### src/rtl/audio_sample_pacer.sv
// Paces buffered stereo PCM out to the hdmi audio path at AUDIO_RATE.
// A fractional accumulator in the pixel clock domain produces the tick.
module audio_sample_pacer #(
    parameter int PIXEL_CLOCK_HZ = 74250000,
    parameter int AUDIO_RATE     = 48000,
    parameter int BIT_WIDTH      = 16,
    parameter int FIFO_DEPTH     = 8
) (
    input  logic                         clk_pixel,
    input  logic                         reset,
    input  logic                         enable,
    input  logic                         s_valid,
    output logic                         s_ready,
    input  logic [BIT_WIDTH-1:0]         s_left,
    input  logic [BIT_WIDTH-1:0]         s_right,
    output logic                         clk_audio,
    output logic [BIT_WIDTH-1:0]         audio_sample_word_l,
    output logic [BIT_WIDTH-1:0]         audio_sample_word_r,
    output logic [$clog2(FIFO_DEPTH):0]  fifo_level,
    output logic [15:0]                  underrun_count
);

    localparam int AW = $clog2(FIFO_DEPTH);
    localparam int LW = AW + 1;
    localparam logic [LW-1:0] FULL_LVL = LW'(FIFO_DEPTH);
    localparam logic signed [31:0] STEP_UP = 32'(AUDIO_RATE);
    localparam logic signed [31:0] STEP_DN = 32'(AUDIO_RATE - PIXEL_CLOCK_HZ);

    logic signed [31:0]   acc_q, acc_d;
    logic [AW-1:0]        wr_ptr_q, wr_ptr_d;
    logic [AW-1:0]        rd_ptr_q, rd_ptr_d;
    logic [LW-1:0]        level_q, level_d;
    logic                 ready_q, ready_d;
    logic [BIT_WIDTH-1:0] word_l_q, word_l_d;
    logic [BIT_WIDTH-1:0] word_r_q, word_r_d;
    logic [15:0]          under_q, under_d;
    logic                 tick_d1_q, tick_d1_d;
    logic                 aud_q, aud_d;

    logic [BIT_WIDTH-1:0] mem_l [FIFO_DEPTH];
    logic [BIT_WIDTH-1:0] mem_r [FIFO_DEPTH];

    logic tick;
    logic empty;
    logic push;
    logic pop;

    always_comb begin
        tick  = enable & ~acc_q[31];
        empty = (level_q == '0);
        push  = s_valid & ready_q;
        // An empty FIFO never bypasses a same-cycle push to the words
        pop   = tick & ~empty;
    end

    always_comb begin
        acc_d = acc_q;
        if (enable) begin
            acc_d = acc_q + (tick ? STEP_DN : STEP_UP);
        end

        wr_ptr_d = push ? wr_ptr_q + AW'(1) : wr_ptr_q;
        rd_ptr_d = pop  ? rd_ptr_q + AW'(1) : rd_ptr_q;

        level_d = level_q;
        if (push && !pop) begin
            level_d = level_q + LW'(1);
        end else if (pop && !push) begin
            level_d = level_q - LW'(1);
        end

        ready_d = (level_d != FULL_LVL);

        word_l_d = word_l_q;
        word_r_d = word_r_q;
        if (pop) begin
            word_l_d = mem_l[rd_ptr_q];
            word_r_d = mem_r[rd_ptr_q];
        end

        under_d = under_q;
        if (tick && empty && (under_q != 16'hFFFF)) begin
            under_d = under_q + 16'd1;
        end

        tick_d1_d = tick;
        aud_d     = tick_d1_q;
    end

    always_ff @(posedge clk_pixel or posedge reset) begin
        if (reset) begin
            acc_q     <= '0;
            wr_ptr_q  <= '0;
            rd_ptr_q  <= '0;
            level_q   <= '0;
            ready_q   <= 1'b0;
            word_l_q  <= '0;
            word_r_q  <= '0;
            under_q   <= '0;
            tick_d1_q <= 1'b0;
            aud_q     <= 1'b0;
        end else begin
            acc_q     <= acc_d;
            wr_ptr_q  <= wr_ptr_d;
            rd_ptr_q  <= rd_ptr_d;
            level_q   <= level_d;
            ready_q   <= ready_d;
            word_l_q  <= word_l_d;
            word_r_q  <= word_r_d;
            under_q   <= under_d;
            tick_d1_q <= tick_d1_d;
            aud_q     <= aud_d;
        end
    end

    // Storage needs no reset; the pointers define what is valid
    always_ff @(posedge clk_pixel) begin
        if (push) begin
            mem_l[wr_ptr_q] <= s_left;
            mem_r[wr_ptr_q] <= s_right;
        end
    end

    assign s_ready             = ready_q;
    assign clk_audio           = aud_q;
    assign audio_sample_word_l = word_l_q;
    assign audio_sample_word_r = word_r_q;
    assign fifo_level          = level_q;
    assign underrun_count      = under_q;

endmodule

### config.mk
export PLATFORM = sky130hd
export DESIGN_NAME = audio_sample_pacer
export DESIGN_NICKNAME = d
export VERILOG_FILES = /design/src/rtl/audio_sample_pacer.sv
export SDC_FILE = /design/constraint.sdc
export NUM_CORES = 1
export LEC_CHECK = 0
export CAP_MARGIN = 20
export CELL_PAD_IN_SITES_DETAIL_PLACEMENT = 1
export CELL_PAD_IN_SITES_GLOBAL_PLACEMENT = 1
export CORE_MARGIN = 2
export CORE_UTILIZATION = 40
export DETAILED_ROUTE_END_ITERATION = 7
export PLACE_DENSITY_LB_ADDON = 0.1
export SYNTH_ARGS = -nofsm -noshare
export SYNTH_HDL_FRONTEND = slang
export SYNTH_SLANG_ARGS = --single-unit
export TNS_END_PERCENT = 1
### constraint.sdc
create_clock -name clk_pixel -period 7.8 [get_ports clk_pixel]
set_clock_uncertainty 0.1 [all_clocks]
set_input_delay 1.56 -clock clk_pixel [delete_from_list [all_inputs] [get_ports clk_pixel]]
set_output_delay 1.56 -clock clk_pixel [all_outputs]
set_load 0.02 [all_outputs]
# Word level (Yosys, flattened, before mapping)
# Memory sizes are Yosys's and may differ from the RTL's. A register that Yosys moved wholly into a read port is not among the register bits.
# Cells that the tools add are included.
# word_totals
memories	2
latchBits	0
romBits	0
regBits	61
ramBits	256
in_bits	36
# classes
shifts	0
div_mod_pow	0
magnitude_cmp	0
bitwise_logic	5
mux	5
n_reduce_logical	7
multipliers	0
n_eq_ne	2
addsub	6
# mem_list
memory	depth	word_bits	read_ports	rd_ports_with_merged_regs	write_ports	line	source
mem_l	8	16	1	1	1	40	logic [BIT_WIDTH-1:0] mem_l [FIFO_DEPTH];
mem_r	8	16	1	1	1	41	logic [BIT_WIDTH-1:0] mem_r [FIFO_DEPTH];
# op_table
op	n
$add 32x32->32	1
$mux 32	1
$add 16x1->16 const B	1
$ne 16x16->1 const B	1
$mux 4	2
$add 3x1->3 const B	2
$add 4x1->4 const B	1
$logic_and 1x1->1	4
$logic_not 4->1	1
$ne 4x4->1 const B	1
$sub 4x1->4 const B	1
$and 1x1->1	3
$logic_not 1->1	2
$mux 1	2
$not 1->1	2

# Depth between registers and ports, before layout
# Gate-level depths: netlist of run 1.
# depth
ltp_word	7
ltp_mapped	14

# Least setup slack after synthesis of run 1
# OpenSTA, ideal clock, no wires.
# synth_timing
path_type	in2reg
from	in s_valid
to	mem mem_l[0][0] (enable)
path_stages	3
t_arrival_ns	4.887
setup_time_ns	0.501
setup_slack_ns	2.312
cell_sequence	nand2_1 > buf_2 > nor4_1
# synth_via
elab_chain_len	3
# synth_lines
item	line	source
start, declared	12	input logic s_valid,
$and 1x1->1	51	push = s_valid & ready_q;
$mux 1	118	if (push) begin
$mux 1 (implied by the code)	119	mem_l[wr_ptr_q] <= s_left;
end, declared	40	
# No other way between the ends.

# Worst setup path in the final report of run 1
# layout_timing
from	in enable
to	reg ready_q (netlist: s_ready)
# layout_via
elab_chain_len	6
word_cells_on_any_way	8
# layout_lines
item	line	source
start, declared	11	input logic enable,
$and 1x1->1 *	49	tick = enable & ~acc_q[31];
$and 1x1->1 *	53	pop = tick & ~empty;
$logic_and 1x1->1 or $logic_not 1->1 (tied branches)	68, 66	
$mux 4 or $logic_and 1x1->1 (tied branches)	68, 66	
$mux 4 *	66	if (push && !pop) begin
via level_d[1]	32	logic [LW-1:0] level_q, level_d;
$ne 4x4->1 *	72	ready_d = (level_d != FULL_LVL);
via ready_d	33	logic ready_q, ready_d;
end signal, assigned	107	ready_q <= ready_d;
end, declared	33	
# The timed path passes the listed nets; every way through them passes the cells marked *.
# A chain may end at the register's enable or synchronous reset.

==> qor.txt, run 1 <==
Initial drt markers -> 424
Vias -> 8200
Post-synth ARST share -> 0.258
Synth top cells by count -> edfxtp_1 (256), dfrtp_1 (89), mux4_2 (64)
Max frequency -> 205 MHz
Buf+Inv Stages, Crit Path -> 3
Largest net degree at the start of global routing -> 73
Hold buffer count at CTS -> 0
Area Growth Syn to Fin -> 18.2%
Worst VDD drop -> 232 µV
Critical path depth -> 9
Netlist cell types -> 76
Hold WS -> 0.250 ns
R2r setup slk -> 3.94 ns
Critical Path RT -> 8.10 ns
Max-cap viol count -> 0
Final period util -> 0.625
Nets@finish -> 1060
CP startpoint -> enable
Critical path cell sequence -> clkdlybuf4s50_1, buf_4, nand2b_1, inv_4, and2_4, nand2_1, o21a_1, mux2_2, or4b_1
Root Buffer -> clkbuf_16
Number of enable flip-flop cells after synthesis -> 256
Clock buffer depth -> 3
Final Worst Setup Slack -> 2.93 ns
Vias/cell -> 5.43
Cts repair resizes -> 0
Synth top area share -> 0.523
Gr ovfl total -> 0
Starting density of the core -> 0.404
Primary FF master, synth -> edfxtp_1
Worst Tran Pin Value -> 0.958 ns
Leakage power -> 6.01 nW
Dominant cells by area after synthesis -> edfxtp_1 (52%), dfrtp_1 (15%), mux4_2 (9.8%)
Clk slew on worst S/H paths -> 0.06 ns
Number of port buffers -> 89
Arr. time, crit path -> 5.18 ns
Initial antenna violation count -> 2
Post-placement setup slack -> 2.28 ns
Worst path top cell family by delay -> simple AND/OR/NAND/NOR gates
Critical path endpoint -> s_ready
WL final -> 33100 µm
Run status -> finished clean
Htree depth -> 2
First-pass GRT wire length -> 52300 µm
CP Capture Type -> flip-flop
Startpoint types -> input port
# rows -> 70
TNS Setup -> 0 ns
Top-count cell post-synth -> edfxtp_1
Vias in the first global route -> 8831
Min-delay worst type -> flip-flop to flip-flop
Cells after DPL -> 1438
Max_slew headroom -> 0.362
Core area -> 36300 µm²
Slowest cell delay on critical path -> 0.81 ns
Syn Area/Cell -> 16.0 µm²
Final Non-Filler Cells -> 1511
DRT Pass-1 Iters -> 4
Routed Antenna Nets -> 0
Post-Syn Instances -> 920
Slowest cell on crit path -> and2_4
Worst-skew pair later-pin latency -> 0.53 ns
Mapped Area -> 14700 µm²
Die Area -> 38300 µm²
Share of cells above drive strength 1 -> 0.179
Fin crit period -> 4.87 ns
CTS tree -> built
#FFs+latches synth -> 345
Critical path class -> input port to flip-flop
Final setup fails -> 0
Synth warn -> 0
Drt drc -> 0
Pwr/cell area -> 397 nW/µm²
Final Power -> 0.00689 W
Reg2reg start -> acc_q[31]
Max-slew violation total from the final report -> 0
Synth area leader -> edfxtp_1
FF-to-FF path depth -> 12
Routability cong. -> 0.753
Register area share after synthesis -> 0.675
Crit Path Max Fanout -> 72
Final Hold Viols -> 0
Num CTS Buffers -> 39
WL/cell -> 21.9 µm
Sink Count -> 345
HPWL after DPL -> 19300 µm
FF-to-FF End -> acc_q[26]
Post-CTS setup buffer count -> 0
Die Wd -> 196 µm
RSZ-0062 raised after global routing -> false
Die height -> 196 µm
Top Ports -> 90
Mapped Nets -> 969
GR Util All Layers -> 0.178
==> state kept, by name (all words and copies together) (netlist names) <==
name and count:
underrun_count 16, audio_sample_word_l 16, aud_d 1, fifo_level 4
audio_sample_word_r 16, s_ready 1, clk_audio 1, wr_ptr_q 3
acc_q 28, mem_r 128, mem_l 128, rd_ptr_q 3
==> kinds of logic after synthesis <==
family                   count (synthesis)  share of synthesized area
flip-flops                             345                      0.675
adder cells (fa/ha/maj)                 13                     0.0111
buffers and inverters                   66                     0.0212
XOR/XNOR                                51                     0.0304
AND/OR/NAND/NOR                        212                     0.0743
AO/OA/AOI/OAI                          126                     0.0596
multiplexers                           107                      0.128
==> cell usage in the layout, fill, tap and decap left out, types with 6 or more instances in the layout <==
cell	netlist	routed
mux2i_1	33	33
and2_1	7	6
and3_1	9	9
a21oi_1	50	50
buf_4	2	16
inv_1	10	9
nand2_1	47	47
ha_1	13	13
mux4_2	64	64
mux2_2	10	10
nor3_1	19	15
clkbuf_16	0	42
xnor2_1	35	35
nor2_1	61	58
clkdlybuf4s50_1	0	89
nand3_1	20	20
edfxtp_1	256	256
or3_1	8	8
o21ai_0	14	14
dfrtp_1	89	86
clkbuf_1	29	9
xor2_1	16	16
==> layout make-up <==
| type | count | area, µm² |
|---|---|---|
| multi-input combinational | 509 | 4510 |
| clock buffer | 56 | 1150 |
| clock inverter | 16 | 130 |
| fill | 3505 | 19000 |
| timing repair buffer | 105 | 1010 |
| sequential | 345 | 9920 |
| inverter | 11 | 46.3 |
| antenna | 1 | 2.50 |
| tap | 468 | 586 |
==> power breakdown <==
group	switching [W]	internal (W)	total [W]	leakage (nW)
registers	0.000366	0.00241	0.00277	3.36
logic	0.00123	0.00106	0.00230	2.03
clock network	0.000747	0.00107	0.00182	0.628
==> per-layer routing <==
| layer | vias to the layer above | share of wire | wire length (µm) | global-route usage |
|---|---|---|---|---|
| met5 | - | 0.00036 | 12 | 0 |
| met4 | 2 | 0.019 | 623 | 0.0464 |
| met3 | 48 | 0.037 | 1230 | 0.0311 |
| met2 | 119 | 0.49 | 16300 | 0.302 |
| met1 | 4276 | 0.45 | 14900 | 0.240 |
| li1 | 3755 | - | - | - |
==> worst min-delay path by stage <==
stage           from  cells after the start        end
5_1_grt        aud_d                      0  clk_audio
2_1_floorplan  aud_d                      0  clk_audio
3_5_place_dp   aud_d                      0  clk_audio
3_3_place_gp   aud_d                      0  clk_audio
6_report       aud_d                      0  clk_audio
4_1_cts        aud_d                      0  clk_audio
==> stage by stage <==
step / util / cell area [µm²]
after detailed placement: 0.442 / 16100
final: 0.478 / 17400
after global placement: 0.442 / 16100
after CTS: 0.478 / 17400
after global routing: 0.478 / 17400
after floorplan: - / 14700
(Power assumes the default switching activity.)
==> inputs of run 2 (changes only) <==
==> constraint.sdc (replaced) <==
create_clock -name clk_pixel -period 4.35 [get_ports clk_pixel]
set_clock_uncertainty 0.1 [all_clocks]
set_input_delay 0.87 -clock clk_pixel [delete_from_list [all_inputs] [get_ports clk_pixel]]
set_output_delay 0.87 -clock clk_pixel [all_outputs]
set_load 0.02 [all_outputs]
==> qor.txt, run 2 (synthesis results as in run 1) <==
Number of port buffers -> 89 (unchanged)
Critical path class -> input port to flip-flop
Critical Path RT -> 4.65 ns (-3.45 ns)
CTS tree -> built
Pwr/cell area -> 706 nW/µm² (+78%)
Gr ovfl total -> 0 (unchanged)
Leakage power -> 5.99 nW (-0.35%)
Slowest cell on crit path -> or4b_1
Routability cong. -> 0.783 (+4.0%)
Top Ports -> 90 (unchanged)
Clock buffer depth -> 3 (unchanged)
Starting density of the core -> 0.404 (unchanged)
Top Registers -> mem_l: 128 flops, mem_r: 128 flops, acc_q: 28 flops
Initial antenna violation count -> 3 (+1)
First-pass GRT wire length -> 53300 µm (+1.8%)
Buf+Inv Stages, Crit Path -> 2 (-1)
TNS Setup -> 0 ns (unchanged)
Max-cap viol count -> 0 (unchanged)
Num CTS Buffers -> 38 (-2.6%)
Wire length on met2 -> 16300 µm (about the same)
Hold WS -> 0.249 ns (-0.00134 ns)
CP Capture Type -> flip-flop
Max frequency -> 284 MHz
Metal-1 WL -> 15100 µm (+1.0%)
Htree depth -> 2 (unchanged)
Drt drc -> 0 (unchanged)
Worst VDD drop -> 415 µV (+79%)
Most common cell after layout, fill and taps aside -> edfxtp_1
WL/cell -> 22.0 µm (+0.47%)
Critical path cell sequence -> clkdlybuf4s50_1, nand2b_1, inv_1, ha_1, a211oi_2, o21ai_0, a22oi_1, o31ai_4, a32oi_1, or4b_1
Run status -> finished clean
Final instance area -> 17300 µm² (-0.12%)
Top sig layer -> met5
Initial drt markers -> 440 (+3.8%)
Min-delay worst type -> flip-flop to flip-flop
Post-CTS setup buffer count -> 0 (unchanged)
Core area -> 36300 µm² (unchanged)
Die Area -> 38300 µm² (unchanged)
Final period util -> 0.811
N_diodes -> 0 (-1)
Final Hold Viols -> 0 (unchanged)
Final setup fails -> 0 (unchanged)
Area Growth Syn to Fin -> 18.1%
Sink Count -> 345 (unchanged)
Nets@finish -> 1063 (+0.28%)
Slowest cell delay on critical path -> 0.44 ns (-0.37 ns)
Arr. time, crit path -> 3.82 ns (-1.36 ns)
Cts repair resizes -> 0 (unchanged)
DRT Pass-1 Iters -> 4 (unchanged)
Worst Tran Pin Value -> 0.965 ns (+0.00784 ns)
Placed Area -> 16200 µm² (+0.55%)
HPWL after DPL -> 19600 µm (+1.7%)
DR WL met3 -> 1160 µm (-5.1%)
WL final -> 33200 µm (+0.47%)
RSZ-0062 raised after global routing -> false
Crit Path Max Fanout -> 8 (-89%)
Vias in the first global route -> 8858 (+0.31%)
Max_slew headroom -> 0.356 (-0.00523)
Max-slew violation total from the final report -> 0 (unchanged)
Vias/cell -> 5.45 (+0.39%)
Most frequent cells in the layout -> edfxtp_1 (256), clkdlybuf4s50_1 (89), dfrtp_1 (86)
Routed Antenna Nets -> 0 (unchanged)
Multi-input gate area -> 4520 µm² (+0.19%)
Worst path top cell family by delay -> compound AO/OA/AOI/OAI gates
Fin crit period -> 3.53 ns
Util after Layout -> 0.477 (-0.000585)
Largest net degree at the start of global routing -> 53 (-27%)
# rows -> 70 (unchanged)
Seq. cell area -> 9920 µm² (unchanged)
Worst-skew pair later-pin latency -> 0.54 ns (about the same)
Root Buffer -> clkbuf_16
Die height -> 196 µm (unchanged)
Fillers -> 3506 (+0.029%)
Share of cells above drive strength 1 -> 0.172 (-0.00784)
Die Wd -> 196 µm (unchanged)
Vias -> 8232 (+0.39%)
Startpoint types -> input port
Clk slew on worst S/H paths -> 0.06 ns (about the same)
Hold buffer count at CTS -> 0 (unchanged)
GR Util All Layers -> 0.181 (+0.00204)
run 2: metal layers:
metal	vias to the layer above	global-route usage
met5	-	0
met4	6	0.0483
met3	51	0.0304
met2	121	0.301
met1	4308	0.247
li1	3746	-
run 2: cell type report:
cell class              count  area share
repair buffers            109      0.0629
clock inverters            12     0.00772
inverters                  11     0.00267
well taps                 468      0.0338
flip-flops and latches    345       0.572
multi-input cells         509       0.261
clock buffers              57      0.0601
run 2: per-stage QoR:
step	power, W	setup WS, ns	instances
after floorplan	0.00788	0.401	920
after global placement	0.00928	0.324	1442
after detailed placement	0.00933	0.288	1442
after CTS	0.0124	0.836	1511
after global routing	0.0130	0.598	1511
final	0.0122	0.824	1511
run 2: path summary, 6_finish.rpt:
check / start / end / slack [ns] / depth (start not counted)
setup / recovery: enable / acc_q[29] / 0.82 / 10
hold / removal: aud_d / clk_audio / 0.25 / 0
setup reg to reg: acc_q[31] / acc_q[29] / 1.21 / 9
hold reg to reg: aud_d / clk_audio / 0.25 / 0
max in group asynchronous: reset / rd_ptr_q[2] / 2.68 / 3
min in group asynchronous: reset / fifo_level[1] / 0.74 / 2
run 2: worst reg2reg max path: cells and delay by family, from the launching register on:
family / cells / cell delay, ns
simple gates: 2 / 0.79
flops: 1 / 0.33
buf+inv: 1 / 0.16
compound gates: 5 / 1.19
fa+ha+maj: 1 / 0.42
run 2: where the power goes:
| part | internal, W | leakage (nW) | total [W] | switching (W) |
|---|---|---|---|---|
| registers | 0.00431 | 3.36 | 0.00510 | 0.000790 |
| logic | 0.00196 | 2.07 | 0.00409 | 0.00213 |
| clock network | 0.00178 | 0.569 | 0.00305 | 0.00126 |
| total | 0.00806 | 5.99 | 0.0122 | 0.00419 |
==> variant (settings of run 1) <==
Reset style: synchronous (`reset`), changed in one clocked block.
--- a/src/rtl/audio_sample_pacer.sv
+++ b/src/rtl/audio_sample_pacer.sv
@@ -87,7 +87,7 @@
         aud_d     = tick_d1_q;
     end
 
-    always_ff @(posedge clk_pixel or posedge reset) begin
+    always_ff @(posedge clk_pixel) begin
         if (reset) begin
             acc_q     <= '0;
             wr_ptr_q  <= '0;
Check against the original RTL: differs if reset is asserted again (counterexample within 4 cycles, from zero or initial values and one cycle with reset high); with reset held inactive, the same outputs for 10 cycles.
==> variant against run 1 <==
- combinational power shrank 43%
- sequential cell count is the same
- die area shrank 0.77%
- sequential share of layout area shrank 2.1 points
- synthesized area shrank 0.78%
- synthesized cell count grew 8.8%
- final cell count grew 4.0%
- setup slack gained 94 ps
- global-route usage is essentially flat
- total power shrank 21%
- routed wire length is essentially flat
- final area shrank 0.92%
- critical path type unchanged
- critical endpoint is now acc_q[24]
- largest cell class unchanged
==> variant: results <==
set metrics [dict create \
    reg2reg_from "acc_q[31]" \
    post_cts_resize_count 0 \
    dp_hpwl_mm 18.9 \
    synth_edf_count 256 \
    grt_max_degree 75 \
    endpoint "acc_q[24]" \
    synthTopCellsByCount "edfxtp_1, nor2_1, dfxtp_1, mux4_2, nand2_1" \
    clk-insertion-delay-late_ps 550 \
    wl_per_cell_um 21.0 \
    max-slew-margin-rel 0.371 \
    crit_start "enable" \
    crit_fanout 34 \
    ir_drop_mv 0.190 \
    critPathSlowestCell "clkdlybuf4s50_1" \
    arrival_ps 5120 \
    drive_gt1_frac 0.158 \
    grt_pass1_vias 9072 \
    r2r_end "acc_q[30]" \
    max_stage_delay_ps 530 \
    cpLargestDelayFamily "compound AO/OA/AOI/OAI gates" \
    rr_worst_depth 12 \
    p_leak_nw 5.48 \
    clock-root-buffer "clkbuf_16" \
    htreeDepth 2 \
    grt_pass1_wl_mm 52.5 \
    synth_cell_types 71 \
    dpl_cell_area_mm2 0.0159 \
    ys_seq_area_frac 0.650 \
    gp_congestion 0.769 \
    vias_per_cell 5.51 \
    synthFlopType "edfxtp_1" \
    status "complete, no violations" \
    cts_buffer_depth 3 \
    grt_usage 0.179 \
    fillers 3554 \
    rrSetupSlack_ps 3890 \
    synthTopCellsByArea "edfxtp_1, dfxtp_1, mux4_2" \
    firstDrtPassIters 6 \
    postSynth.asyncResetShare 0 \
    drt_iter0_drc 429 \
    synth_nets 1050 \
    grt_antenna_before_repair 2 \
]
## variant: changes by cell type in the layout (fill, tap and decap cells not counted), sizes merged, moves of 5 or more
cell,delta
o31ai,-7
mux2i,+12
a211oi,+34
o21ai,+11
nor3,+5
xnor2,-21
nor2b,+11
dfxtp,+89
dfrtp,-89
a21oi,-24
nor2,+39
## variant: worst min-delay path by stage
| stage | to | slack (ps) | cells past startpoint | startpoint |
|---|---|---|---|---|
| after floorplan | clk_audio | 310 | 1 | aud_d |
| after global placement | clk_audio | 330 | 1 | aud_d |
| after CTS | clk_audio | 350 | 1 | aud_d |
| after global routing | clk_audio | 380 | 1 | aud_d |
| after detailed placement | clk_audio | 330 | 1 | aud_d |
| final | clk_audio | 340 | 1 | aud_d |
## variant: cell families (layout without fill, tap and decap cells)
group,after synthesis,in the layout,share of synthesized area
XOR/XNOR,32,32,0.0192
AO/OA/AOI/OAI,151,151,0.0708
other,0,1,0
adder cells (fa/ha/maj),13,13,0.0112
AND/OR/NAND/NOR,265,265,0.0911
flip-flops,345,345,0.650
buffers and inverters,79,187,0.0222
multiplexers,116,116,0.136
## variant: routing by layer
| layer | share of wire | GRT usage | wire length [um] | vias up |
|---|---|---|---|---|
| li1 | - | - | - | 4036 |
| met3 | 0.036 | 0.0375 | 1190 | 52 |
| met4 | 0.018 | 0.0478 | 588 | 2 |
| met2 | 0.49 | 0.298 | 16100 | 109 |
| met5 | 0.00039 | 0 | 13 | - |
| met1 | 0.46 | 0.237 | 15200 | 4454 |
## variant: layout make-up
type	instances	area, um2	share of cell area
Inverter	12	45.0	0.00262
Antenna cell	1	2.50	0.000145
Timing Repair Buffer	104	1000	0.0582
Clock buffer	58	1130	0.0658
Clock inverter	13	134	0.00778
Sequential cell	345	9480	0.551
Tap cell	461	577	0.0335
Multi-Input combinational cell	577	4830	0.281
## variant: stage by stage
step                      power [W]  setup WS (ps)  std cells
after CTS                   0.00550           3020       1570
after detailed placement    0.00368           2460       1499
after global placement      0.00365           2540       1499
after floorplan             0.00323           2430       1001
after global routing        0.00569           2820       1570
final                       0.00541           3020       1571
## variant: where the power goes
part | switching, W | internal, W
combinational | 0.000677 | 0.000622
clock | 0.000742 | 0.00105
sequential | 0.000180 | 0.00214
